$ cat config.mk
export PLATFORM = sky130hd
export DESIGN_NAME = divider_seq
export DESIGN_NICKNAME = d
export VERILOG_FILES = /design/src/rtl/divider_seq.sv
export SDC_FILE = /design/constraint.sdc
export NUM_CORES = 1
export LEC_CHECK = 0
export ABC_AREA = 1
export CAP_MARGIN = 20
export CORE_UTILIZATION = 39
export CTS_CLUSTER_DIAMETER = 200
export DETAILED_ROUTE_END_ITERATION = 6
export PLACE_DENSITY = 0.66
export RECOVER_POWER = 25
export SYNTH_ARGS = -nofsm -noshare
export SYNTH_HDL_FRONTEND = slang
export SYNTH_SLANG_ARGS = --single-unit
$ cat constraint.sdc
create_clock -name clock -period 6.9 [get_ports clock]
set_input_delay 1.725 -clock clock [delete_from_list [all_inputs] [get_ports clock]]
set_output_delay 1.725 -clock clock [all_outputs]
set_load 0.02 [all_outputs]
$ cat src/rtl/divider_seq.sv
// Multi-cycle restoring divider: one quotient bit per clock, unsigned or signed
// (truncating) operands, start/busy/done handshake and divide-by-zero flag.
module divider_seq #(
    parameter int WIDTH = 32,
    parameter int CNT_W = $clog2(WIDTH) + 1
) (
    input  logic             clock,
    input  logic             reset,
    input  logic             start,
    input  logic             sign_mode,
    input  logic [WIDTH-1:0] a,
    input  logic [WIDTH-1:0] b,
    output logic             busy,
    output logic             done,
    output logic [WIDTH-1:0] q,
    output logic [WIDTH-1:0] r,
    output logic             div_zero
);

    typedef enum logic [1:0] {IDLE, RUN, FIX} state_t;

    state_t           state, state_nxt;
    logic [WIDTH-1:0] dvd, dvs, rem, quot;
    logic [CNT_W-1:0] cnt;
    logic             qneg, rneg, dz;
    logic [WIDTH:0]   s, diff;
    logic             ge;

    function automatic logic [WIDTH-1:0] magnitude(input logic signed [WIDTH-1:0] v,
                                                   input logic sm);
        return (sm && (v < 0)) ? -v : v;
    endfunction

    function automatic logic [WIDTH-1:0] apply_sign(input logic [WIDTH-1:0] mag,
                                                    input logic neg);
        return neg ? -mag : mag;
    endfunction

    // The borrow out of the WIDTH+1 bit subtraction is the "s < divisor" test.
    assign s    = {rem, dvd[WIDTH-1]};
    assign diff = s - {1'b0, dvs};
    assign ge   = ~diff[WIDTH];

    always_ff @(posedge clock or posedge reset) begin
        if (reset) state <= IDLE;
        else       state <= state_nxt;
    end

    always_comb begin
        state_nxt = state;
        case (state)
            IDLE:    if (start) state_nxt = (b == '0) ? FIX : RUN;
            RUN:     if (cnt == '0) state_nxt = FIX;
            FIX:     state_nxt = IDLE;
            default: state_nxt = IDLE;
        endcase
    end

    always_ff @(posedge clock or posedge reset) begin
        if (reset) begin
            busy     <= 1'b0;
            done     <= 1'b0;
            q        <= '0;
            r        <= '0;
            div_zero <= 1'b0;
            dvd      <= '0;
            dvs      <= '0;
            rem      <= '0;
            quot     <= '0;
            cnt      <= '0;
            qneg     <= 1'b0;
            rneg     <= 1'b0;
            dz       <= 1'b0;
        end else begin
            done <= 1'b0;
            case (state)
                IDLE: if (start) begin
                    busy <= 1'b1;
                    qneg <= sign_mode & (a[WIDTH-1] ^ b[WIDTH-1]);
                    rneg <= sign_mode & a[WIDTH-1];
                    // On divide-by-zero the raw dividend is kept for the remainder.
                    dvd  <= (b == '0) ? a : magnitude(a, sign_mode);
                    dvs  <= magnitude(b, sign_mode);
                    rem  <= '0;
                    quot <= '0;
                    cnt  <= CNT_W'(WIDTH - 1);
                    dz   <= (b == '0);
                end
                RUN: begin
                    dvd  <= dvd << 1;
                    rem  <= ge ? diff[WIDTH-1:0] : s[WIDTH-1:0];
                    quot <= {quot[WIDTH-2:0], ge};
                    if (cnt != '0) cnt <= cnt - CNT_W'(1);
                end
                FIX: begin
                    busy     <= 1'b0;
                    done     <= 1'b1;
                    div_zero <= dz;
                    if (dz) begin
                        q <= '1;
                        r <= dvd;
                    end else begin
                        q <= apply_sign(quot, qneg);
                        r <= apply_sign(rem, rneg);
                    end
                end
                default: ;
            endcase
        end
    end

endmodule

==> run summary, run 1 <==
The analysis attributes to cell leakage a power of 8.826 nW. Leaving out filler cells and counting taps, the final layout contains 2970. The level count of the clock H-tree came out at 1.

The register bit count reported by yosys came out at 206. The overall track demand over capacity in global routing is 24.66%. After clock tree synthesis, the setup repair step added 0 buffers. The pin count of the biggest net entering global routing came out at 138. The final reports fail on max-capacitance violations, max-slew violations. The DRC violation count after routing is 0. The number of enable-type register cells in the synthesized netlist came out at 0. The wire length per cell came out at 16.65 um. Walking the worst path, the cells encountered are buf_4, nor2_1, clkbuf_1, inv_1, nor2_4, buf_4, inv_2, a21oi_1, o21ai_0, o21ai_1, inv_1. Routability-driven placement finished with a final weighted congestion of 0.9285. The clock passes through at most 3 buffers. The endpoint arrival time on the critical path came out at 5.50 ns. Counting tap cells, the placed design contains a total of 2924 instances.

Counting every instance in the synthesized netlist gives 2340. The die outline height came out at 200.2 um. The detailed-route via count is 15510. IR analysis of the VDD net gives a maximum drop of 716.0 uV. The number of filler instances in the final layout came out at 4038. The via count of the first global-routing pass is 14780. The die width is 200.2 um.

During synthesis, Yosys emitted a total of 0 warnings. The core outline area is 38740 um2. The detailed-router iteration count before antenna repair came out at 6.

The final critical-path share of the clock period is 73.18%. In the global route stage, met3 resource usage came out at 2.880%. The kind of cell adding the most delay to the critical path is buffers and inverters.

The post-synthesis instance area came out at 15320 um2. The full die area is 40070 um2. The net total in the final layout is 2542. The number of DRC markers after the initial detailed-route iteration came out at 1181.

The wire length reported by the detailed router came out at 49450 um. The total power per unit cell area is 538.5 nW/um2. The initial antenna violation count came out at 0. The post-detailed-route via-to-cell ratio is 5.221.

For met2 alone, demand over resource in global routing was 40.55%. Of all nets on the critical path, the largest fanout is 44. The sequential fraction of the synthesis area is 33.65%. For the final database, setup skew stands at 0.009585 ns. The class of the most critical setup path is flip-flop to flip-flop. The largest incremental delay on the critical path is 1.29 ns. The number of clock buffers inserted by TritonCTS is 27. The number of antenna diodes in the final layout is 0. Across the run, the number of max-cap violations was 3. The count of endpoints failing hold in the final timing report is 0. CTS saw 206 sinks. The clock latency reported for the late side of the worst-skew pair is 0.56 ns.

The number of gates resized after CTS was 0. The number of ports placed on the die boundary is 135. The global routing stage identified its most utilized layer as met2. Clock tree synthesis selected as its root buffer the cell clkbuf_16. After detailed placement, the total cell area comes to 17020 um2. Among all stages on the critical path, the largest delay is contributed by clkbuf_1.

The worst setup path is launched from a flip-flop. Subtracting the final worst setup slack from the clock period gives 5.049 ns. Setup repair after global routing left no endpoint under its margin. The required time of the critical path came out at 7.35 ns.

The buffers plus inverters on the worst setup path is 6. Headroom to the max-slew limit came out at -58.54%. The number of different library cells in the post-synthesis netlist is 53.

The synthesized netlist net count came out at 2447. The path class of the tightest hold or removal check is flip-flop to flip-flop. In the post-route analysis, the smallest setup slack over all paths is 1.851 ns. Setup total negative slack on the finished layout was measured at 0 ns. The count of nets left with antenna violations once routing finished came out at 0. The floorplan row count is 72. The maximum clock frequency is 198.0 MHz.

The mean instance size in the synthesized netlist came out at 6.546 um2. The combined area of the multi-input logic cells is 8392 um2. The flow ran to the end, but the final reports show violations.

The area growth from synthesis to final layout is 16.26%. The met1 track demand over resource in global routing is 33.49%. Port buffering added 134 buffers. The effective utilization at floorplan came out at 39.54%. The HPWL after detailed placement is 37410 um. The sequential cell area is 5155 um2. The number of max-slew violations in the final report came out at 131. The total of endpoints with negative setup slack in the final report is 0. For this run the aggregate overflow at the end of global routing stands at 0.

The worst setup path is captured at a flip-flop. The clock-pin slew of the registers on the worst-case setup and hold paths is 0.06 ns. The fraction of layout instances using a drive strength above 1 is 5.098%. The share of flip-flops with an asynchronous set or reset came out at 100.0%.

For this run, the leading register cell type out of synthesis is dfrtp_1. The area of all placed cells without fillers is 17810 um2. At the pin with the least slew margin, the transition time is 2.378 ns.

The first global-routing pass estimated 79860 um of wire. Buffers inserted to repair hold after CTS numbered 0. The clock tree from TritonCTS is yes.

The worst slack at placement came out at 2.213 ns.
[layout make-up]
| class | instances | share of cell area (%) |
|---|---|---|
| clock buffer | 37 | 4.061 |
| clock inverter | 9 | 0.4778 |
| inverter | 367 | 7.743 |
| multi-input combinational | 1688 | 47.13 |
| sequential | 206 | 28.95 |
| tap | 518 | 3.640 |
| timing repair buffer | 145 | 8.003 |
[cells in the final DEF, fill, tap and decap left out, types with 5 or more instances in the layout]
cell type,n
or2_2,5
nand2_4,5
nor2_1,214
o21ai_1,17
clkdlybuf4s50_1,132
dfrtp_1,206
nand4_1,53
o21bai_1,15
clkbuf_16,27
nand2_2,24
nand3_2,7
inv_1,349
a31oi_1,19
inv_2,16
o221ai_1,12
nand3b_1,10
ha_1,38
a21oi_1,77
xor2_1,39
nand2_1,667
buf_4,7
xnor2_1,11
nor2_2,6
nand3_1,245
clkbuf_1,12
and2_1,6
o21ai_0,118
o22ai_1,35
o211ai_1,11
nor3_1,23
[kinds of logic (layout without fill, tap and decap cells)]
logic type / after synthesis / in the layout / share of synthesized area, %
compound gates: 314 / 314 / 11.73
xor+xnor: 50 / 50 / 2.859
fa+ha+maj: 39 / 39 / 3.235
buf+inv: 446 / 558 / 11.62
flops: 206 / 206 / 33.65
simple gates: 1285 / 1285 / 36.90
[per-layer routing]
| metal | wire (um) | share of wire, % |
|---|---|---|
| met4 | 1688 | 3.4 |
| met5 | 0 | 0 |
| met3 | 2634 | 5.3 |
| met2 | 22850 | 46 |
| met1 | 22280 | 45 |
[report_power, final]
group / total, mW / switching, mW / internal, mW
registers: 2.16 / 0.430 / 1.73
logic: 6.10 / 4.05 / 2.05
clock network: 1.33 / 0.562 / 0.765
total: 9.59 / 5.05 / 4.54
[synthesized netlist by cell type, types with 19 or more instances]
cell        n  area (um2)
a21oi_1    77       385.4
a31oi_1    19       118.9
clkbuf_1   46       172.7
dfrtp_1   206        5155
ha_1       38       475.5
inv_1     349        1310
nand2_1   667        2504
nand2_2    24       150.1
nand3_1   245        1226
nand4_1    53       331.6
nor2_1    214       803.3
nor3_1     23       115.1
o21ai_0   118       590.6
o22ai_1    35       219.0
xor2_1     39       341.6
[path summary, 6_finish.rpt]
path	start	endpoint	slack, ns	depth (start not counted)
setup / recovery	state[0]$_DFFE_PP0P_	q[14]$_DFFE_PP0P_	1.85	11
hold / removal	dvd[6]$_DFFE_PP0P_	dvd[6]$_DFFE_PP0P_	0.48	2
setup reg to reg	state[0]$_DFFE_PP0P_	q[14]$_DFFE_PP0P_	1.85	11
hold reg to reg	dvd[6]$_DFFE_PP0P_	dvd[6]$_DFFE_PP0P_	0.48	2
max in group asynchronous	reset	dvd[15]$_DFFE_PP0P_	2.21	3
min in group asynchronous	reset	q[21]$_DFFE_PP0P_	1.92	2
[metrics by stage]
| stage | utilization, % | hold slack (ns) | total power [mW] |
|---|---|---|---|
| after floorplan | - | 0.4488 | 6.482 |
| after global placement | 43.92 | 0.4620 | 8.145 |
| after detailed placement | 43.92 | 0.4622 | 8.229 |
| after CTS | 46.01 | 0.4814 | 9.598 |
| after global routing | 45.97 | 0.4975 | 10.45 |
| final | 45.97 | 0.4752 | 9.589 |
[sequential cells by signal, indices dropped and copies added, names as in the netlist, 2 cells and up]
name / flops
state: 2
rem: 32
dvs: 32
dvd: 32
q: 32
r: 32
cnt: 6
quot: 32
[tightest hold or removal path, delay by kind of cell (launching register included)]
family / cells / cell delay [ns]
DFF: 1 / 0.34
and+or+nand+nor: 2 / 0.10
Power figures use the tool's default switching activity.
==> inputs of run 2 (changes only) <==
==> constraint.sdc (replaced) <==
create_clock -name clock -period 4.2 [get_ports clock]
set_input_delay 1.05 -clock clock [delete_from_list [all_inputs] [get_ports clock]]
set_output_delay 1.05 -clock clock [all_outputs]
set_load 0.02 [all_outputs]
==> run summary, run 2 (synthesis results as in run 1) <==
The clock tree from TritonCTS was yes (unchanged). The global-route wire length before repair is 79210 um (was 79860 um). The count of endpoints failing hold in the final timing report came to 0 (unchanged).

The full die area is 40070 um2 (unchanged). The clock latency reported for the late side of the worst-skew pair is 0.55 ns (was 0.56 ns). The relative slew slack is -16.73% (was -58.54%). The clock tree buffer depth is 3 (unchanged).

The number of ports placed on the die boundary is 135 (unchanged). The final antenna diode count is 0 (unchanged). The total power per unit cell area is 886.3 nW/um2 (was 538.5 nW/um2).

The buffer cell driving the clock tree root is clkbuf_16 (unchanged). The area growth from synthesis to final layout is 17.51% (was 16.26%). The die outline height came to 200.2 um (unchanged). The pin count of the biggest net entering global routing came out at 76 (was 138). The residual overflow from global routing came out at 0 (unchanged). The detailed-route via count is 15540 (was 15510). The post-detailed-route via-to-cell ratio is 5.214 (was 5.221). The final standard cell utilization of the core is 46.46% (was 45.97%). The setup clock skew after layout was 0.01401 ns (was 0.009585 ns). The number of DRC markers after the initial detailed-route iteration is 1059 (was 1181).

Setup repair after global routing missed its margin: false (unchanged). The number of hold buffers added after CTS is 0 (unchanged). The total of endpoints with negative setup slack in the final report came out at 0 (unchanged). Violations in the final reports: max-capacitance violations, max-slew violations (unchanged). The endpoint arrival time on the critical path is 3.30 ns (was 5.50 ns). The number of maximum-capacitance constraint violations is 2 (was 3). The most common cell after layout, fill and taps aside is nand2_1 (unchanged). The detailed placement HPWL came to 37760 um (was 37410 um). The setup TNS after final layout was 0 ns (unchanged). The wire length reported by the detailed router was 49030 um (was 49450 um). The critical path launch point type is an input pin (was flip-flop). The post-CTS setup buffer count came out at 0 (unchanged).

The via count of the first global-routing pass is 14690 (was 14780). The worst min-delay path category is flip-flop to flip-flop (unchanged). The initial antenna violation count is 0 (unchanged).

The final critical-path share of the clock period came out at 68.35%. The wire length per cell was 16.45 um (was 16.65 um). The DRC violation count after routing is 0 (unchanged). The maximum clock frequency came out at 348.3 MHz.

The overall track demand over capacity in global routing is 24.39% (was 24.66%). The number of gates given a new drive strength after cts is 0 (unchanged). The number of sinks handled by clock tree synthesis came to 206 (unchanged). The setup slack after layout came to 1.329 ns (was 1.851 ns).

The clock-pin slew of the registers on the worst-case setup and hold paths came to 0.06 ns (about the same). The port buffer count came to 134 (unchanged). The effective utilization at floorplan is 39.54% (unchanged).

The weighted congestion reported at the end of routability-driven placement came to 0.9312 (was 0.9285). The core outline area came to 38740 um2 (unchanged). The endpoint class of the critical path is a flip-flop (unchanged).

For the finished layout, the period the worst path requires is 2.871 ns. Most used cells in the layout excluding fill and tap cells: nand2_1 (667), inv_1 (349), nand3_1 (245), nor2_1 (214), dfrtp_1 (206) (unchanged). The worst slack at placement came to 0.7896 ns (was 2.213 ns). The level count of the clock H-tree is 1 (unchanged).

The required time of the critical path is 4.63 ns (was 7.35 ns). The number of clock buffers inserted by TritonCTS came out at 26 (was 27). Outcome: finished, violations left (unchanged). The die width came out at 200.2 um (unchanged). The class of the most critical setup path is input pin to flip-flop (was flip-flop to flip-flop). The fraction of layout instances using a drive strength above 1 is 5.806% (was 5.098%).

The antenna violation net count after detailed routing is 0 (unchanged). The net total in the final layout came out at 2550 (was 2542). The slew at the pin with the worst max-slew slack is 1.751 ns (was 2.378 ns). The number of filler instances in the final layout was 4002 (was 4038). The worst supply voltage drop on vdd is 718.8 uV (was 716.0 uV). The worst-path maximum fanout came out at 47 (was 44). The detailed-router iteration count before antenna repair came to 6 (unchanged). The floorplan row count is 72 (unchanged).

The number of max-slew violations in the final report came out at 72 (was 131). The static leakage is 8.946 nW (was 8.826 nW).
run 2: cell count changes in the layout (fill, tap and decap cells not counted):
cell / delta
clkinv_8: +1
clkbuf_1: -7
clkbuf_16: -1
clkdlybuf4s50_1: +1
dlygate4sd3_1: -1
buf_16: +1
buf_12: +1
clkinv_2: +2
buf_4: +7
clkinv_4: +3
bufinv_16: +1
clkinvlp_4: -3
clkbuf_8: +6
run 2: critical path, cell delays in order:
cell	delay, ns
clkdlybuf4s50_1	0.50
inv_1	0.10
ha_1	0.24
nand2_1	0.14
nor2_4	0.07
nand2_2	0.10
nor2_4	0.07
nand3_2	0.05
buf_4	0.39
nand3_1	0.17
nand2_1	0.09
nand2_1	0.04
o21ai_0	0.18
nand2_1	0.07
run 2: power breakdown:
group,leakage (nW),switching (mW),internal [mW]
clock,0.449,0.934,1.39
sequential,2.49,0.743,2.84
combinational,6.01,6.66,3.39
run 2: layout make-up:
class                      instances  area, um2  area share, %
tap                              518      648.1          3.601
clock buffer                      35      754.5          4.192
clock inverter                    13      145.1         0.8064
timing repair buffer             154       1525          8.474
inverter                         367       1379          7.661
multi-input combinational       1688       8392          46.62
sequential                       206       5155          28.64
run 2: path summary, 6_finish.rpt:
path	endpoint	start	slack [ns]	depth (start not counted)
setup / recovery	dvd[15]$_DFFE_PP0P_	b[0]	1.33	14
hold / removal	dvd[9]$_DFFE_PP0P_	dvd[9]$_DFFE_PP0P_	0.48	2
setup reg to reg	rem[30]$_DFFE_PP0P_	dvd[31]$_DFFE_PP0P_	1.43	17
hold reg to reg	dvd[9]$_DFFE_PP0P_	dvd[9]$_DFFE_PP0P_	0.48	2
max in group asynchronous	q[30]$_DFFE_PP0P_	reset	1.80	3
min in group asynchronous	quot[27]$_DFFE_PP0P_	reset	1.19	2
run 2: metrics by stage:
step / hold slack (ns) / power, mW / instances / instance area, um2
6_report: 0.4831 / 15.95 / 2981 / 18000
5_1_grt: 0.5057 / 17.39 / 2981 / 18000
4_1_cts: 0.4814 / 15.98 / 2980 / 17990
3_5_place_dp: 0.4667 / 13.58 / 2932 / 17090
3_3_place_gp: 0.4595 / 13.46 / 2932 / 17090
2_1_floorplan: 0.4488 / 10.65 / 2340 / 15320
run 2: routing by layer:
metal,vias to the layer above,wire length (um),global-route usage (%)
met2,443,22700,39.94
li1,7735,-,-
met1,7288,22240,33.58
met3,76,2734,2.929
met5,-,0,0
met4,0,1355,7.335
